## src/rtl/updown_count_arbiter_pkg.sv

```systemverilog
// rtl/updown_count_arbiter_pkg.sv - shared constants for the up/down count arbiter
package updown_count_arbiter_pkg;

    localparam logic DIR_UP          = 1'b1;
    localparam logic DIR_DOWN        = 1'b0;
    localparam int   COUNT_WIDTH_DEF = 4;

endpackage

```

## src/rtl/updown_count_arbiter_rr_arbiter.sv

```systemverilog
// rtl/updown_count_arbiter_rr_arbiter.sv - round-robin arbiter, one-hot grant, pointer moves only on grant
module rr_arbiter #(
    parameter int N = 3
) (
    input  logic         clk,
    input  logic         reset,
    input  logic [N-1:0] req,
    output logic [N-1:0] grant,
    output logic         valid
);

    localparam int PW = (N > 1) ? $clog2(N) : 1;

    logic [PW-1:0] ptr;
    logic [PW-1:0] grant_idx;

    // Search begins just past the last winner so every requester gets a turn.
    always_comb begin
        grant     = '0;
        valid     = 1'b0;
        grant_idx = ptr;
        for (int k = 1; k <= N; k++) begin
            if (!valid && req[(int'(ptr) + k) % N]) begin
                valid                        = 1'b1;
                grant[(int'(ptr) + k) % N]   = 1'b1;
                grant_idx                    = PW'((int'(ptr) + k) % N);
            end
        end
    end

    always_ff @(posedge clk) begin
        if (reset) begin
            ptr <= PW'(N - 1);
        end else if (valid) begin
            ptr <= grant_idx;
        end
    end

endmodule

```

## src/rtl/updown_count_arbiter.sv

```systemverilog
// rtl/updown_count_arbiter.sv - shared up/down counter with round-robin step arbitration (option: UPDOWN_COUNT_WRAP_EN)
module updown_count_arbiter
    import updown_count_arbiter_pkg::*;
#(
    parameter int N         = 3,
    parameter int WIDTH     = COUNT_WIDTH_DEF,
    parameter int MAX_COUNT = 2**WIDTH - 1
) (
    input  logic             clk,
    input  logic             reset,
    input  logic [N-1:0]     req,
    input  logic [N-1:0]     dir,
    output logic [N-1:0]     ack,
    output logic [N-1:0]     nack,
    output logic [WIDTH-1:0] count,
    output logic             full,
    output logic             empty
);

    localparam logic [WIDTH-1:0] MAX_C = WIDTH'(MAX_COUNT);

    logic [N-1:0] eligible;
    logic [N-1:0] grant;
    logic         grant_valid;
    logic         grant_dir;

    // A requester being answered this cycle is masked so it cannot step twice.
    assign eligible  = req & ~ack & ~nack;
    assign grant_dir = |(grant & dir);

    rr_arbiter #(.N(N)) u_arb (
        .clk   (clk),
        .reset (reset),
        .req   (eligible),
        .grant (grant),
        .valid (grant_valid)
    );

    always_ff @(posedge clk) begin
        if (reset) begin
            count <= '0;
            ack   <= '0;
            nack  <= '0;
        end else begin
            ack  <= '0;
            nack <= '0;
            if (grant_valid) begin
                if (grant_dir == DIR_UP) begin
                    if (count != MAX_C) begin
                        count <= count + WIDTH'(1);
                        ack   <= grant;
                    end else begin
`ifdef UPDOWN_COUNT_WRAP_EN
                        count <= '0;
                        ack   <= grant;
`else
                        nack  <= grant;
`endif
                    end
                end else begin
                    if (count != '0) begin
                        count <= count - WIDTH'(1);
                        ack   <= grant;
                    end else begin
`ifdef UPDOWN_COUNT_WRAP_EN
                        count <= MAX_C;
                        ack   <= grant;
`else
                        nack  <= grant;
`endif
                    end
                end
            end
        end
    end

    assign full  = (count == MAX_C);
    assign empty = (count == '0);

endmodule

```

## config.mk

```make
export PLATFORM = sky130hd
export DESIGN_NAME = updown_count_arbiter
export DESIGN_NICKNAME = d
export VERILOG_FILES = /design/src/rtl/updown_count_arbiter_pkg.sv /design/src/rtl/updown_count_arbiter_rr_arbiter.sv /design/src/rtl/updown_count_arbiter.sv
export SDC_FILE = /design/constraint.sdc
export NUM_CORES = 1
export LEC_CHECK = 0
export ABC_CLOCK_PERIOD_IN_PS = 5510
export CORE_MARGIN = 4
export CORE_UTILIZATION = 45
export DETAILED_ROUTE_END_ITERATION = 8
export PLACE_DENSITY = 0.82
export SLEW_MARGIN = 20
export SYNTH_ARGS = -nofsm -noshare
export SYNTH_HDL_FRONTEND = slang
export SYNTH_SLANG_ARGS = --single-unit
```

## constraint.sdc

```tcl
create_clock -name clk -period 5.51 [get_ports clk]
set_input_delay 1.102 -clock clk [delete_from_list [all_inputs] [get_ports clk]]
set_output_delay 1.102 -clock clk [all_outputs]
set_load 0.005 [all_outputs]
```

==> flow_summary.json <==
{
  "start_util_pct": 47.34,
  "crit_type": "input pin to flip-flop",
  "mostFrequentLayoutCell": "clkdlybuf4s50_1",
  "place_congestion": 0.8162,
  "ys_seq_area_share_pct": 22.72,
  "antenna_found_initial": 0,
  "timing.fmax_mhz": 241.2,
  "die_y_um": 56.47,
  "cap_viol_max_count": 0,
  "ir_drop_mv": 0.3457,
  "timing.final.crit_period_ns": 4.147,
  "syn_to_final_growth_pct": 22.25,
  "tns_ns": 0,
  "grt_pass1_vias": 1038,
  "start_kind": "input pin",
  "route.met3.wl_um": 118,
  "port_buffers": 19,
  "reg2reg_from": "u_arb.ptr[0]$_SDFFE_PP0P_",
  "cp_max_fo": 4,
  "top_layer_used": "met4",
  "power.density_nw_per_um2": 663.6,
  "max-clock-path-buffers": 2,
  "rsz0062_at_grt": "false",
  "cts_resized": 0,
  "p_leak_uw": 0.0005097,
  "yosys_warnings": 0,
  "detail_route.wl_per_cell_um": 14.77,
  "dpl_cell_area_um2": 1256,
  "setup_ws_ns": 1.363,
  "grt_max_degree": 16,
  "synth-seq-cells": 12,
  "crit_arrival_ns": 4.30,
  "critPathLaunch": "req[2]",
  "avgViaCountPerCell": 6.047,
  "num_antenna_cells": 0,
  "fillers": 221,
  "maxSlewViolCount": 0,
  "vias": 1034,
  "clkLatencyLatePin_ns": 0.27,
  "grt_pass1_wl_um": 4202,
  "synth_cell_types": 49,
  "clk_pin_slew_ns": 0.07,
  "clock_skew_ns": 0.0003838,
  "postLayoutCellArea_um2": 1292,
  "finalHoldViolations": 0,
  "place_hpwl_um": 1990,
  "pin_count": 20,
  "required_ns": 5.67,
  "drcViolationCount": 0,
  "pwr-share-seq_pct": 18.0,
  "htreeDepth": 1,
  "first_pass_iters": 4,
  "tritoncts": "done",
  "rows": 17,
  "p_int_uw": 457.8,
  "tightestPinTransition_ns": 0.5456,
  "cts.sinks": 12,
  "drt-met1-wl_um": 1042,
  "synth_cells": 124,
  "finalCritPeriodShare_pct": 75.26,
  "drt_iter0_drc": 17,
  "wl_met2_um": 1337,
  "power_frac_comb_pct": 74.0,
  "max_slew_margin_pct": 63.49,
  "holdBufCountCts": 0,
  "syn-num-nets": 139,
  "synth_area_um2": 1057,
  "layout_common_cells": "19 x clkdlybuf4s50_1, 12 x dfxtp_1, 11 x nand2_1",
  "clock_power_share_pct": 7.9,
  "antenna_left": 0,
  "numCtsBuffers": 3,
  "synth.avg_cell_area_um2": 8.526,
  "dieArea_um2": 3189,
  "fin_hold_ws_ns": 0.5081,
  "power_switching_uw": 399.9,
  "post_cts_buffers": 0,
  "setup-violations-final": 0,
  "drive_gt1_share_pct": 13.29,
  "num-nets-final": 159,
  "worstSetupEndpointType": "flip-flop",
  "root_buffer": "clkbuf_4",
  "power.share.switching_pct": 46.62,
  "overflow": 0,
  "grt_usage_pct": 16.08,
  "hp-class": "flip-flop to flip-flop",
  "place_ws_ns": 1.091,
  "min-delay-start": "u_arb.ptr[0]$_SDFFE_PP0P_",
  "wirelength_um": 2525,
  "die_x_um": 56.47,
  "status": "complete, no violations",
  "core-area_um2": 2233
}
[worst max-delay path, cell delays in order]
cell	delay (ns)
clkdlybuf4s50_1	0.47
nor4bb_1	0.30
o21ai_0	0.20
a2111oi_1	0.57
o31ai_2	0.14
and3_2	0.27
ha_1	0.29
a21o_1	0.18
a21o_1	0.18
and2_1	0.16
mux2i_1	0.13
mux2_1	0.33
[layout make-up]
type / instances / area (µm²) / area share [%]
clock buffer: 4 / 36.28 / 2.807
inverter: 9 / 33.78 / 2.614
multi-input combinational: 99 / 757.0 / 58.57
sequential: 12 / 240.2 / 18.59
tap: 28 / 35.03 / 2.711
timing repair buffer: 19 / 190.2 / 14.71
[metrics by stage]
stage / utilization (%) / total power, µW / instances
floorplan: - / 637.9 / 124
global placement: 56.25 / 767.5 / 167
detailed placement: 56.25 / 786.6 / 167
CTS: 57.87 / 859.8 / 171
global route: 57.87 / 929.2 / 171
finish: 57.87 / 857.7 / 171
[flip-flops by register name, summed over array words and instances (netlist names)]
register	cells
nack	3
u_arb.ptr	2
count	4
ack	3
[synth_stat cells (all sizes together)]
cell type  number  share of area (%)
a2111oi         1               0.95
a211oi          1                1.2
a21o            4                2.8
a21oi           4                2.2
a22o            1               0.83
a2bb2oi         1               0.83
a31o            1               0.83
a31oi           1               0.59
a32oi           2                1.7
a41oi           1                1.5
and2            2                1.2
and3            2                1.8
buf             2                1.8
clkbuf          2               0.71
dfxtp          12                 23
fa              1                1.9
ha              6                7.1
inv             9                3.2
mux2            3                3.9
mux2i           1               0.95
nand2          11                3.9
nand2b          2                1.2
nand3           3                1.4
nand4           3                1.8
nand4bb         1                1.1
nor2            8                2.8
nor2b           5                3.2
nor3            3                1.4
nor3b           2                2.4
nor4            7                4.1
nor4b           3                2.5
nor4bb          2                1.9
o2111ai         1               0.83
o211ai          2                1.4
o21a            1               0.71
o21ai           2               0.95
o22ai           1                1.2
o311ai          1               0.83
o31ai           2                1.9
or3             1               0.59
or3b            3                2.5
or4b            2                1.9
xor2            1               0.83
[cells by family after synthesis]
group	synth area share, %
AO/OA/AOI/OAI	21.30
XOR/XNOR	0.8286
adder cells (fa/ha/maj)	8.994
buffers and inverters	5.681
flip-flops	22.72
multiplexers	4.852
AND/OR/NAND/NOR	35.62
[power by group through the flow]
stage	combinational (µW)	sequential, µW	clock [µW]
finish	635	155	68.1
global route	696	160	73.2
CTS	636	154	69.2
detailed placement	631	155	0
global placement	613	154	0
floorplan	488	150	0
[routing by layer]
metal	vias to the layer above	GRT usage, %
met1	492	17.01
met3	4	2.989
met2	26	30.20
met4	0	7.119
li1	512	-
met5	-	0
[path summary, 6_finish.rpt]
kind	to	slack, ns	cells after the start
hold / removal	u_arb.ptr[0]$_SDFFE_PP0P_	0.51	2
hold reg to reg	u_arb.ptr[0]$_SDFFE_PP0P_	0.51	2
setup / recovery	count[3]$_SDFFE_PP0P_	1.36	12
setup reg to reg	count[3]$_SDFFE_PP0P_	1.72	13
Note: power is estimated with default switching activity, not from simulation.
